## config.mk

```make
export PLATFORM = sky130hd
export DESIGN_NAME = seg_scan4_flat
export DESIGN_NICKNAME = d
export VERILOG_FILES = /design/src/rtl/seg_scan4_if.sv /design/src/rtl/seg_scan4.sv /design/src/flat_wrapper.sv
export SDC_FILE = /design/constraint.sdc
export NUM_CORES = 1
export LEC_CHECK = 0
export ABC_CLOCK_PERIOD_IN_PS = 4700
export CORE_MARGIN = 4
export CORE_UTILIZATION = 30
export CTS_CLUSTER_DIAMETER = 200
export DETAILED_ROUTE_END_ITERATION = 10
export SLEW_MARGIN = 20
export SYNTH_ARGS = -nofsm -noshare
export SYNTH_HDL_FRONTEND = slang
export SYNTH_SLANG_ARGS = --single-unit
```

## constraint.sdc

```tcl
create_clock -name clk -period 4.7 [get_ports clk]
set_clock_uncertainty 0.15 [all_clocks]
set_input_delay 0.94 -clock clk [delete_from_list [all_inputs] [get_ports clk]]
set_output_delay 0.94 -clock clk [all_outputs]
set_load 0.005 [all_outputs]
```

## src/rtl/seg_scan4_if.sv

```systemverilog
// Display-scanner bus: the value/load/decimal-point inputs and the digit drive outputs.
// The master is the producer of display data; the slave is the scanner.
interface seg_scan4_if;
    logic [15:0] din;
    logic [3:0]  dp_in;
    logic        load;
    logic        lz_blank;
    logic [3:0]  pos;
    logic [7:0]  seg;
    logic        upd_ack;
    logic        frame_done;

    modport master (
        output din, dp_in, load, lz_blank,
        input  pos, seg, upd_ack, frame_done
    );

    modport slave (
        input  din, dp_in, load, lz_blank,
        output pos, seg, upd_ack, frame_done
    );
endinterface

```

## src/rtl/seg_scan4.sv

```systemverilog
// Purpose: time-multiplexed 4-digit 7-segment driver with per-slot blanking and frame-aligned updates.
// Latency: pos/seg one cycle behind the scan counters; a load shows up in the frame after the next boundary.
// Backpressure: none; load is always accepted, the last load before a boundary wins.
module seg_scan4 #(
    parameter int SCAN_DIV  = 50000,
    parameter int BLANK_CYC = 16
) (
    input  logic        clk,
    input  logic        rst_n,
    seg_scan4_if.slave  bus
);

    localparam int CW = (SCAN_DIV > 1) ? $clog2(SCAN_DIV) : 1;
    localparam logic [CW-1:0] CNT_LAST  = CW'(SCAN_DIV - 1);
    localparam logic [CW-1:0] BLANK_LIM = CW'(BLANK_CYC);

    logic [CW-1:0] cnt_q, cnt_d;
    logic [1:0]    idx_q, idx_d;
    logic [15:0]   disp_q, disp_d;
    logic [3:0]    disp_dp_q, disp_dp_d;
    logic [15:0]   pend_q, pend_d;
    logic [3:0]    pend_dp_q, pend_dp_d;
    logic          pend_v_q, pend_v_d;
    logic [3:0]    pos_q, pos_d;
    logic [7:0]    seg_q, seg_d;
    logic          upd_ack_q, upd_ack_d;
    logic          frame_done_q, frame_done_d;

    logic          last_cyc;
    logic          boundary;
    logic [3:0]    digit;
    logic          supp;

    function automatic logic [6:0] seg7(input logic [3:0] v);
        logic [6:0] s;
        case (v)
            4'd0:    s = 7'h3F;
            4'd1:    s = 7'h06;
            4'd2:    s = 7'h5B;
            4'd3:    s = 7'h4F;
            4'd4:    s = 7'h66;
            4'd5:    s = 7'h6D;
            4'd6:    s = 7'h7D;
            4'd7:    s = 7'h07;
            4'd8:    s = 7'h7F;
            4'd9:    s = 7'h6F;
            default: s = 7'h08;  // non-decimal value: lone bottom bar flags an error
        endcase
        return s;
    endfunction

    always_comb begin
        last_cyc = (cnt_q == CNT_LAST);
        boundary = last_cyc && (idx_q == 2'd3);

        cnt_d = last_cyc ? '0 : cnt_q + 1'b1;
        idx_d = last_cyc ? idx_q + 2'd1 : idx_q;

        disp_d    = disp_q;
        disp_dp_d = disp_dp_q;
        pend_d    = pend_q;
        pend_dp_d = pend_dp_q;
        pend_v_d  = pend_v_q;

        if (boundary) begin
            pend_v_d = 1'b0;
            if (bus.load) begin
                disp_d    = bus.din;
                disp_dp_d = bus.dp_in;
            end else if (pend_v_q) begin
                disp_d    = pend_q;
                disp_dp_d = pend_dp_q;
            end
        end else if (bus.load) begin
            pend_d    = bus.din;
            pend_dp_d = bus.dp_in;
            pend_v_d  = 1'b1;
        end

        upd_ack_d    = boundary && (bus.load || pend_v_q);
        frame_done_d = boundary;

        case (idx_q)
            2'd0:    digit = disp_q[3:0];
            2'd1:    digit = disp_q[7:4];
            2'd2:    digit = disp_q[11:8];
            default: digit = disp_q[15:12];
        endcase

        // A digit is a leading zero only if it and every digit to its left are zero.
        case (idx_q)
            2'd1:    supp = (disp_q[15:4] == 12'h000);
            2'd2:    supp = (disp_q[15:8] == 8'h00);
            2'd3:    supp = (disp_q[15:12] == 4'h0);
            default: supp = 1'b0;
        endcase
        supp = supp && bus.lz_blank;

        if (cnt_q < BLANK_LIM) begin
            pos_d = 4'b0000;
            seg_d = 8'h00;
        end else begin
            pos_d = 4'b0001 << idx_q;
            seg_d = {disp_dp_q[idx_q], supp ? 7'h00 : seg7(digit)};
        end
    end

    always_ff @(posedge clk or negedge rst_n) begin
        if (!rst_n) begin
            cnt_q        <= '0;
            idx_q        <= 2'd0;
            disp_q       <= 16'h0000;
            disp_dp_q    <= 4'h0;
            pend_q       <= 16'h0000;
            pend_dp_q    <= 4'h0;
            pend_v_q     <= 1'b0;
            pos_q        <= 4'h0;
            seg_q        <= 8'h00;
            upd_ack_q    <= 1'b0;
            frame_done_q <= 1'b0;
        end else begin
            cnt_q        <= cnt_d;
            idx_q        <= idx_d;
            disp_q       <= disp_d;
            disp_dp_q    <= disp_dp_d;
            pend_q       <= pend_d;
            pend_dp_q    <= pend_dp_d;
            pend_v_q     <= pend_v_d;
            pos_q        <= pos_d;
            seg_q        <= seg_d;
            upd_ack_q    <= upd_ack_d;
            frame_done_q <= frame_done_d;
        end
    end

    assign bus.pos        = pos_q;
    assign bus.seg        = seg_q;
    assign bus.upd_ack    = upd_ack_q;
    assign bus.frame_done = frame_done_q;

endmodule

```

## src/flat_wrapper.sv

```systemverilog
// flat-port wrapper written by rule: the top's interface ports become plain ports
module seg_scan4_flat 
#(
    parameter int SCAN_DIV  = 50000,
    parameter int BLANK_CYC = 16
)
  (clk, rst_n, bus_din, bus_dp_in, bus_load, bus_lz_blank, bus_pos, bus_seg, bus_upd_ack, bus_frame_done);
  seg_scan4_if bus_i ();
  input  logic clk;
  input  logic rst_n;
  input wire logic [$bits(bus_i.din)-1:0] bus_din;
  input wire logic [$bits(bus_i.dp_in)-1:0] bus_dp_in;
  input wire logic [$bits(bus_i.load)-1:0] bus_load;
  input wire logic [$bits(bus_i.lz_blank)-1:0] bus_lz_blank;
  output wire logic [$bits(bus_i.pos)-1:0] bus_pos;
  output wire logic [$bits(bus_i.seg)-1:0] bus_seg;
  output wire logic [$bits(bus_i.upd_ack)-1:0] bus_upd_ack;
  output wire logic [$bits(bus_i.frame_done)-1:0] bus_frame_done;
  assign bus_i.din = bus_din;
  assign bus_i.dp_in = bus_dp_in;
  assign bus_i.load = bus_load;
  assign bus_i.lz_blank = bus_lz_blank;
  assign bus_pos = bus_i.pos;
  assign bus_seg = bus_i.seg;
  assign bus_upd_ack = bus_i.upd_ack;
  assign bus_frame_done = bus_i.frame_done;
  seg_scan4 #(.SCAN_DIV(SCAN_DIV), .BLANK_CYC(BLANK_CYC)) u_core (.clk(clk), .rst_n(rst_n), .bus(bus_i));
endmodule
```

# Word level (Yosys, flattened, before mapping)

Memory sizes are Yosys's and may differ from the RTL's.
Index checks and enable logic that the tools add are counted.

Eq/ne operators: 4
Add/sub/neg operators: 2
Muxes and demuxes: 14
Magnitude comparators: 2
Shifts and indexed selects: 1
Bitwise operators: 1
Reduce and logical (&&, ||, !) cells: 12
Multipliers: 0
Divide/modulo/power cells: 0

Operator list:

| operator                | number |
|---|---|
| $mux W16                | 3 |
| $add A16 B1 Y16 const B | 1 |
| $eq A16 B16 Y1 const B  | 1 |
| $lt A16 B5 Y1 const B   | 1 |
| $logic_not A12 Y1       | 1 |
| $mux W4                 | 3 |
| $pmux W4 S3             | 1 |
| $logic_not A8 Y1        | 1 |
| $mux W8                 | 1 |
| $mux W7                 | 1 |
| $eq A2 B2 Y1 const B    | 2 |
| $logic_not A4 Y1        | 1 |
| $reduce_and A2 Y1       | 2 |
| $reduce_bool A2 Y1      | 2 |
| $shl A1 B2 Y4 const A   | 1 |
| $logic_and A1 B1 Y1     | 3 |
| $lt A2 B3 Y1 const B    | 1 |
| $mux W1                 | 3 |
| $pmux W1 S3             | 1 |
| $add A2 B1 Y2 const B   | 1 |
| $bmux W1 S2             | 1 |
| $eq A2 B1 Y1 const B    | 1 |
| $logic_not A2 Y1        | 1 |
| $logic_or A1 B1 Y1      | 1 |
| $not A1 Y1              | 1 |

Bits in latches: 0
Register bits: 73
ROM bits: 112
Output and inout bits: 14
Bits in writable memories: 0
Memories: 1

Memories:

| memory          | depth | bits a word | read ports | clocked after memory_dff | wr ports | RTL line        | source |
|---|---|---|---|---|---|---|---|
| (no name shown) | 16    | 7           | 1          | 0                        | 0        | seg_scan4.sv:36 | `case (v)` |

# Longest topological paths before layout

Gate-level depths: netlist of run 1.

Depth after elaboration: 5
Gate-level depth with buffers: 9
Gate-level depth less buffers: 9

# Least setup slack after synthesis of run 1

OpenSTA, ideal clock, no wires.

Path kind: register to register
Start: reg u_core.idx_q[0]
End: reg u_core.seg_q[3], in the netlist u_core.bus.seg[3]
Buffers on the path: 0
Stages on the path, launching flop included: 9
Library setup time: 0.080 ns
Arrival: 2.051 ns
Path slack: 2.420 ns
Cells stage by stage: dfrtp_1 inv_1 ha_1 a222oi_1 mux2_2 inv_1 ha_1 mux2_2 a21oi_1

Longest elaborated chain between the ends: 5

Ends and longest elaborated chain:

| what                                                         | RTL line                         | source |
|---|---|---|
| start: declaration                                           | seg_scan4.sv:18                  | `logic [1:0] idx_q, idx_d;` |
| start signal: assignment                                     | seg_scan4.sv:123                 | `idx_q <= idx_d;` |
| $eq A2 B2 Y1, or another cell as far along                   | seg_scan4.sv:83, seg_scan4.sv:91 |  |
| $pmux W4 S3 / $pmux W1 S3 (equally long branches)            | seg_scan4.sv:83, seg_scan4.sv:91 |  |
| $mem_v2 Z16 W7 / $logic_and A1 B1 Y1 (equally long branches) | --                               |  |
| $mux W7 (*)                                                  | seg_scan4.sv:104                 | `seg_d = {disp_dp_q[idx_q], supp ? 7'h00 : seg7(digit)};` |
| $mux W8 (*)                                                  | seg_scan4.sv:99                  | `if (cnt_q < BLANK_LIM) begin` |
| net u_core.seg_d[3]                                          | seg_scan4.sv:25                  | `logic [7:0] seg_q, seg_d;` |
| end signal: assignment                                       | seg_scan4.sv:130                 | `seg_q <= seg_d;` |
| end: declaration                                             | seg_scan4.sv:25                  |  |

Mark *: on every way through the listed nets, which the timed path passes. The rest lies on a longest branch.
A chain may end at the register's enable or synchronous reset.

# Worst setup path after layout of run 1

Start: in bus_load
End: reg u_core.disp_q[7]

Longest elaborated chain between the ends: 2

Ends and longest elaborated chain:

| what                                | RTL line           | source |
|---|---|---|
| start: declaration                  | flat_wrapper.sv:13 | `input wire logic [$bits(bus_i.load)-1:0] bus_load;` |
| $reduce_bool A2 Y1 (no source line) | --                 |  |
| $reduce_and A2 Y1 (no source line)  | --                 |  |
| end signal: assignment              | seg_scan4.sv:124   | `disp_q <= disp_d;` |
| end: declaration                    | seg_scan4.sv:19    | `logic [15:0] disp_q, disp_d;` |

Parallel ways exist; a longest one is shown, timed or not.

==> results.cfg, run 1 <==
[run_status]
outcome = finished clean

[power_and_ir_drop]
p_comb_share_pct = 6.0
p_leak_nw = 1.92
switching_share_pct = 22.7
cell_internal_pwr_w = 0.00105
p_seq_share_pct = 47.9
switchingPower_w = 0.000310
pwr-share-clk_pct = 46.1
power_density_nw_per_um2 = 317
ir_drop_mv = 0.154

[clock_tree]
hold_buffers = 0
cts.clk_slew.worst_paths_ps = 70
cts-resized-gates = 0
clock_latency_ps = 330
h-tree-depth = 3
clockBufferDepth = 2
clock-root-buffer = clkbuf_16
numCtsBuffers = 9
cts_tree = done
clock-sinks = 73
cts_setup_buffers = 0

[synthesis]
synth_compound_area_share_pct = 4.82
post_synth.cell_area_avg_um2 = 12.6
synth_xor_area_share_pct = 3.27
async_reset_ff_share_pct = 100
synth_top_family_by_area = multiplexers
ys_seq_area_share_pct = 52.5
syn_nets = 311
synth.area.mux_share_pct = 21.4
synth_fa_ha_area_share_pct = 3.96
synth.cell_area_um2 = 3480
synth-seq-cells = 73
synth-simple-area-share_pct = 11.3
synth_ff_type = dfrtp_1
yosys_warnings = 0
synth.distinct_cells = 40
syn-instance-count = 276
synth_edf_count = 0

[setup_path]
crit_type = in -> reg
endpoint_kind = flip-flop
cp.arrival_ps = 2850
worstPathRequired_ps = 4770
cp-start-kind = input port
worstPathMaxFanout = 22

[sta]
worst_pin_slew_ps = 564
rsz0062_at_grt = false
finalMaxSlewViolations = 0
fin_crit_ps = 2790
max-slew-margin-rel_pct = 62.4
hold_viol = 0
setup_viol = 0
fmax_mhz = 359
hold_ws_ps = 336
finalCritPeriodShare_pct = 59.3
finalSetupTns_ps = 0

[detailed_routing]
ant_nets = 0
first_iter_violations = 124
firstDrtPassIters = 5
route.detailed.drc = 0
wire_per_inst_um = 14.4
vias = 2234
routed_via_density = 4.78
routed_wl_um = 6710

[placed_design]
gp_congestion = 0.812
place_inst = 450
place_hpwl_um = 4790
place.port_buffers = 37

[cells_and_area]
final_common_cell = dfrtp_1
final_util_pct = 37.8
nets = 354
drive_gt1_share_pct = 26.2
layoutNonFillerInstCount = 467
area_growth_pct = 23.7
diodes = 0
final_cell_mix = dfrtp_1, mux2_2, clkdlybuf4s50_1

[global_routing]
grt_overflow = 0
grtUsageTotal_pct = 10.8
grt_max_degree = 47
antenna_found_initial = 0
grt_pass1_wl_um = 11300
grt_pass1_vias = 2325

[floorplanning]
core-area_um2 = 11400
num_rows = 39
die_w_um = 116
dieArea_um2 = 13400
initial_core_util_pct = 30.6
io_pins = 38
die_h_um = 116

[flow_run]
maxCapViolCount = 0

[min_path]
worstHoldPathType = reg -> reg
==> cell usage after synthesis (7+ instances only) <==
library cell | instances | area (um^2)
mux2_2 | 58 | 653
xor2_1 | 7 | 61.3
dfrtp_1 | 73 | 1830
nor2_1 | 13 | 48.8
ha_1 | 11 | 138
mux2i_1 | 7 | 70.1
a21oi_1 | 8 | 40.0
inv_1 | 13 | 48.8
nand3_1 | 9 | 45.0
and2_1 | 7 | 43.8
==> final timing paths <==
| check | from | end | slack (ps) | cells after the start |
|---|---|---|---|---|
| max | bus_load | u_core.disp_q[7]$_DFFE_PN0P_ | 1910 | 6 |
| min | u_core.cnt_q[0]$_DFF_PN0_ | u_core.cnt_q[0]$_DFF_PN0_ | 340 | 1 |
| max reg2reg | u_core.cnt_q[12]$_DFF_PN0_ | u_core.disp_q[7]$_DFFE_PN0P_ | 2000 | 5 |
| min reg2reg | u_core.cnt_q[0]$_DFF_PN0_ | u_core.cnt_q[0]$_DFF_PN0_ | 340 | 1 |
| max in group asynchronous | rst_n | u_core.cnt_q[0]$_DFF_PN0_ | 3180 | 2 |
| min in group asynchronous | rst_n | u_core.bus.frame_done$_DFF_PN0_ | 450 | 1 |
==> layer usage <==
layer	up-vias	track usage (%)	wire, um
li1	1084	-	-
met1	1087	13.6	3070
met2	57	17.3	3200
met3	6	3.60	370
met4	0	4.25	76
met5	-	0	0
==> registers in the layout, summed over array words and instances (netlist names) <==
| name | flops |
|---|---|
| u_core.cnt_q | 16 |
| u_core.disp_q | 16 |
| u_core.pend_q | 16 |
| u_core.bus.seg | 8 |
| u_core.bus.pos | 4 |
| u_core.disp_dp_q | 4 |
| u_core.pend_dp_q | 4 |
| u_core.idx_q | 2 |
| u_core.bus.frame_done | 1 |
| u_core.bus.upd_ack | 1 |
| u_core.pend_v_q | 1 |
==> worst max-delay path, stage by stage <==
cell	delay (ps)
clkdlybuf4s50_1	450
buf_4	290
nor2_1	110
nand4b_1	450
buf_6	310
mux2_2	280
==> per-stage QoR <==
step | area (um^2) | power (W) | worst slack [ps]
6_report | 4300 | 0.00136 | 1910
5_1_grt | 4300 | 0.00142 | 1790
4_1_cts | 4290 | 0.00139 | 1400
3_5_place_dp | 4010 | 0.000750 | 1030
3_3_place_gp | 4010 | 0.000747 | 1050
2_1_floorplan | 3480 | 0.000704 | 2420
==> cell type report <==
type,instances,area (um^2)
fill,1129,7070
sequential,73,1830
multi-input combinational,180,1560
timing repair buffer,41,402
clock buffer,9,225
tap,143,179
clock inverter,7,55.1
inverter,14,52.6
==> cells by family (layout without fill, tap and decap cells) <==
kind of cell / count (synthesis) / count (layout)
AO/OA/AOI/OAI: 24 / 24
AND/OR/NAND/NOR: 66 / 66
flip-flops: 73 / 73
buffers and inverters: 23 / 71
adder cells (fa/ha/maj): 11 / 11
multiplexers: 66 / 66
XOR/XNOR: 13 / 13
==> power by group through the flow <==
stage / Sequential (W) / Clock, W / Combinational [W]
after floorplan: 0.000663 / 0 / 0.0000413
after global placement: 0.000664 / 0 / 0.0000829
after detailed placement: 0.000665 / 0 / 0.0000844
after CTS: 0.000654 / 0.000648 / 0.0000846
after global routing: 0.000655 / 0.000675 / 0.0000908
final: 0.000653 / 0.000629 / 0.0000818
(Power assumes the default switching activity.)
==> inputs of run 2 (changes only) <==
--- a/config.mk
+++ b/config.mk
@@ -5,7 +5,7 @@
 export SDC_FILE = /design/constraint.sdc
 export NUM_CORES = 1
 export LEC_CHECK = 0
-export ABC_CLOCK_PERIOD_IN_PS = 4700
+export ABC_CLOCK_PERIOD_IN_PS = 2550
 export CORE_MARGIN = 4
 export CORE_UTILIZATION = 30
 export CTS_CLUSTER_DIAMETER = 200
==> constraint.sdc (replaced) <==
create_clock -name clk -period 2.55 [get_ports clk]
set_clock_uncertainty 0.15 [all_clocks]
set_input_delay 0.51 -clock clk [delete_from_list [all_inputs] [get_ports clk]]
set_output_delay 0.51 -clock clk [all_outputs]
set_load 0.005 [all_outputs]
==> run 2 against run 1 <==
  * Sequential share of layout area decreased by 0.68 points
  * Design area is 1.7% higher
  * Via count is 2.0% higher
  * Flip-flop and latch count stayed put
  * Count of clock-buffer cells in the layout is 1 higher
  * First-iteration DRC count increased by 15%
  * Combinational power increased by 93%
==> results.cfg, run 2 (synthesis results as in run 1) <==
[run_status]
outcome = finished clean

[sta]
max-slew-margin-rel_pct = 62.2
rsz0062_at_grt = false
hold_viol = 0
fin_crit_ps = 2410
worst_pin_slew_ps = 565
fin_ws_ps = 136
fmax_mhz = 414
setup_viol = 0
finalCritPeriodShare_pct = 94.7
finalSetupTns_ps = 0
finalMaxSlewViolations = 0

[clock_tree]
h-tree-depth = 3
cts.clk_slew.worst_paths_ps = 60
clock-sinks = 73
numCtsBuffers = 9
hold_buffers = 0
cts_tree = done
clockBufferDepth = 2
clock-root-buffer = clkbuf_16
clock_latency_ps = 330

[floorplanning]
die_h_um = 116
die_w_um = 116
core-area_um2 = 11400
num_rows = 39
initial_core_util_pct = 30.6
io_pins = 38
dieArea_um2 = 13400

[setup_path]
worstPathRequired_ps = 2650
regToRegSetupSlack_ps = 140
cp-start-kind = flip-flop
crit_type = reg -> reg
max_stage_delay_ps = 410
worstPathMaxFanout = 8
r2r-end = u_core.bus.seg[3]$_DFF_PN0_
reg2reg_from = u_core.idx_q[0]$_DFFE_PN0N_
crit_path_top_delay_cell = dfrtp_2
cp.arrival_ps = 2510
crit_end = u_core.bus.seg[3]$_DFF_PN0_
endpoint_kind = flip-flop
reg2reg_depth = 8
critPathLaunch = u_core.idx_q[0]$_DFFE_PN0N_
path_cells = inv_1 -> ha_1 -> a222oi_1 -> mux2_4 -> inv_1 -> ha_1 -> mux2_2 -> a21oi_1

[global_routing]
grt_overflow = 0
grtUsageTotal_pct = 11.4
antenna_found_initial = 0
grt_pass1_vias = 2325
grt_max_degree = 74
grt_pass1_wl_um = 11700

[cells_and_area]
drive_gt1_share_pct = 27.6
fillCellCount = 1115
final_common_cell = dfrtp_1
diodes = 0
nets = 360
final_cell_mix = dfrtp_1, mux2_2, clkdlybuf4s50_1
reg.largest.list = u_core.cnt_q (16), u_core.disp_q (16), u_core.pend_q (16)
final_util_pct = 38.5
layoutNonFillerInstCount = 473
area_growth_pct = 25.8

[power_and_ir_drop]
ir_drop_mv = 0.263
power_density_nw_per_um2 = 573
total_power_w = 0.00251
p_leak_nw = 1.96

[detailed_routing]
wire_per_inst_um = 15.0
routed_wl_um = 7090
route.detailed.drc = 0
ant_nets = 0
firstDrtPassIters = 5
first_iter_violations = 142
routed_via_density = 4.82
vias = 2278

[placed_design]
place_ws_ps = 69.2
gp_congestion = 0.828
place.port_buffers = 37
place_inst = 456
place_hpwl_um = 4960

[flow_run]
maxCapViolCount = 0

[min_path]
worstHoldPathType = in -> async
## run 2: cell types whose count changed in the layout (fill, tap and decap cells not counted), sizes merged
cell | before | now
buf | 5 | 11
clkbuf | 9 | 10
clkinv | 5 | 4
## run 2: cell type report
cell class | count | area (um^2) | share of cell area, %
timing repair buffer | 47 | 478 | 10.9
multi-input combinational | 180 | 1570 | 35.8
tap | 143 | 179 | 4.09
inverter | 14 | 52.6 | 1.20
clock inverter | 6 | 42.5 | 0.972
clock buffer | 10 | 229 | 5.23
sequential | 73 | 1830 | 41.8
## run 2: worst max-delay path, delay by kind of cell (launching register included)
| family | cells | cell delay, ps |
|---|---|---|
| mux | 2 | 520 |
| buf+inv | 2 | 170 |
| fa+ha+maj | 2 | 590 |
| flops | 1 | 410 |
| compound gates | 2 | 480 |
## run 2: metrics by stage
| step | hold slack (ps) | cell area (um^2) |
|---|---|---|
| after floorplan | 64.4 | 3480 |
| after global placement | 317 | 4090 |
| after detailed placement | 327 | 4090 |
| after CTS | 69.1 | 4360 |
| after global routing | 88.1 | 4380 |
| final | 29.0 | 4380 |
## run 2: worst min path at each step
stage | slack (ps) | start | endpoint
CTS | 70 | rst_n | u_core.bus.frame_done$_DFF_PN0_
global placement | 320 | u_core.cnt_q[0]$_DFF_PN0_ | u_core.cnt_q[0]$_DFF_PN0_
global route | 90 | rst_n | u_core.pend_q[1]$_DFFE_PN0P_
detailed placement | 330 | u_core.cnt_q[13]$_DFF_PN0_ | u_core.cnt_q[13]$_DFF_PN0_
floorplan | 60 | rst_n | u_core.bus.frame_done$_DFF_PN0_
finish | 30 | rst_n | u_core.bus.seg[5]$_DFF_PN0_
## run 2: report_power, final
group / internal [W] / switching, W / total (W)
combinational: 0.0000950 / 0.0000629 / 0.000158
clock: 0.000659 / 0.000484 / 0.00114
sequential: 0.00119 / 0.0000139 / 0.00120
total: 0.00194 / 0.000561 / 0.00251
## run 2: timing repair
item,CTS,global route
endpoints found under the setup margin,0,5
buffers inserted,0,1
gates resized for setup,0,2
hold endpoints to repair,0,0
## run 2: metal layers
metal	track usage [%]	vias up	share of wire (%)
met5	0	-	0
met4	4.56	0	1.3
met3	3.76	6	4.4
met2	17.7	47	47
met1	14.9	1132	47
li1	-	1093	-
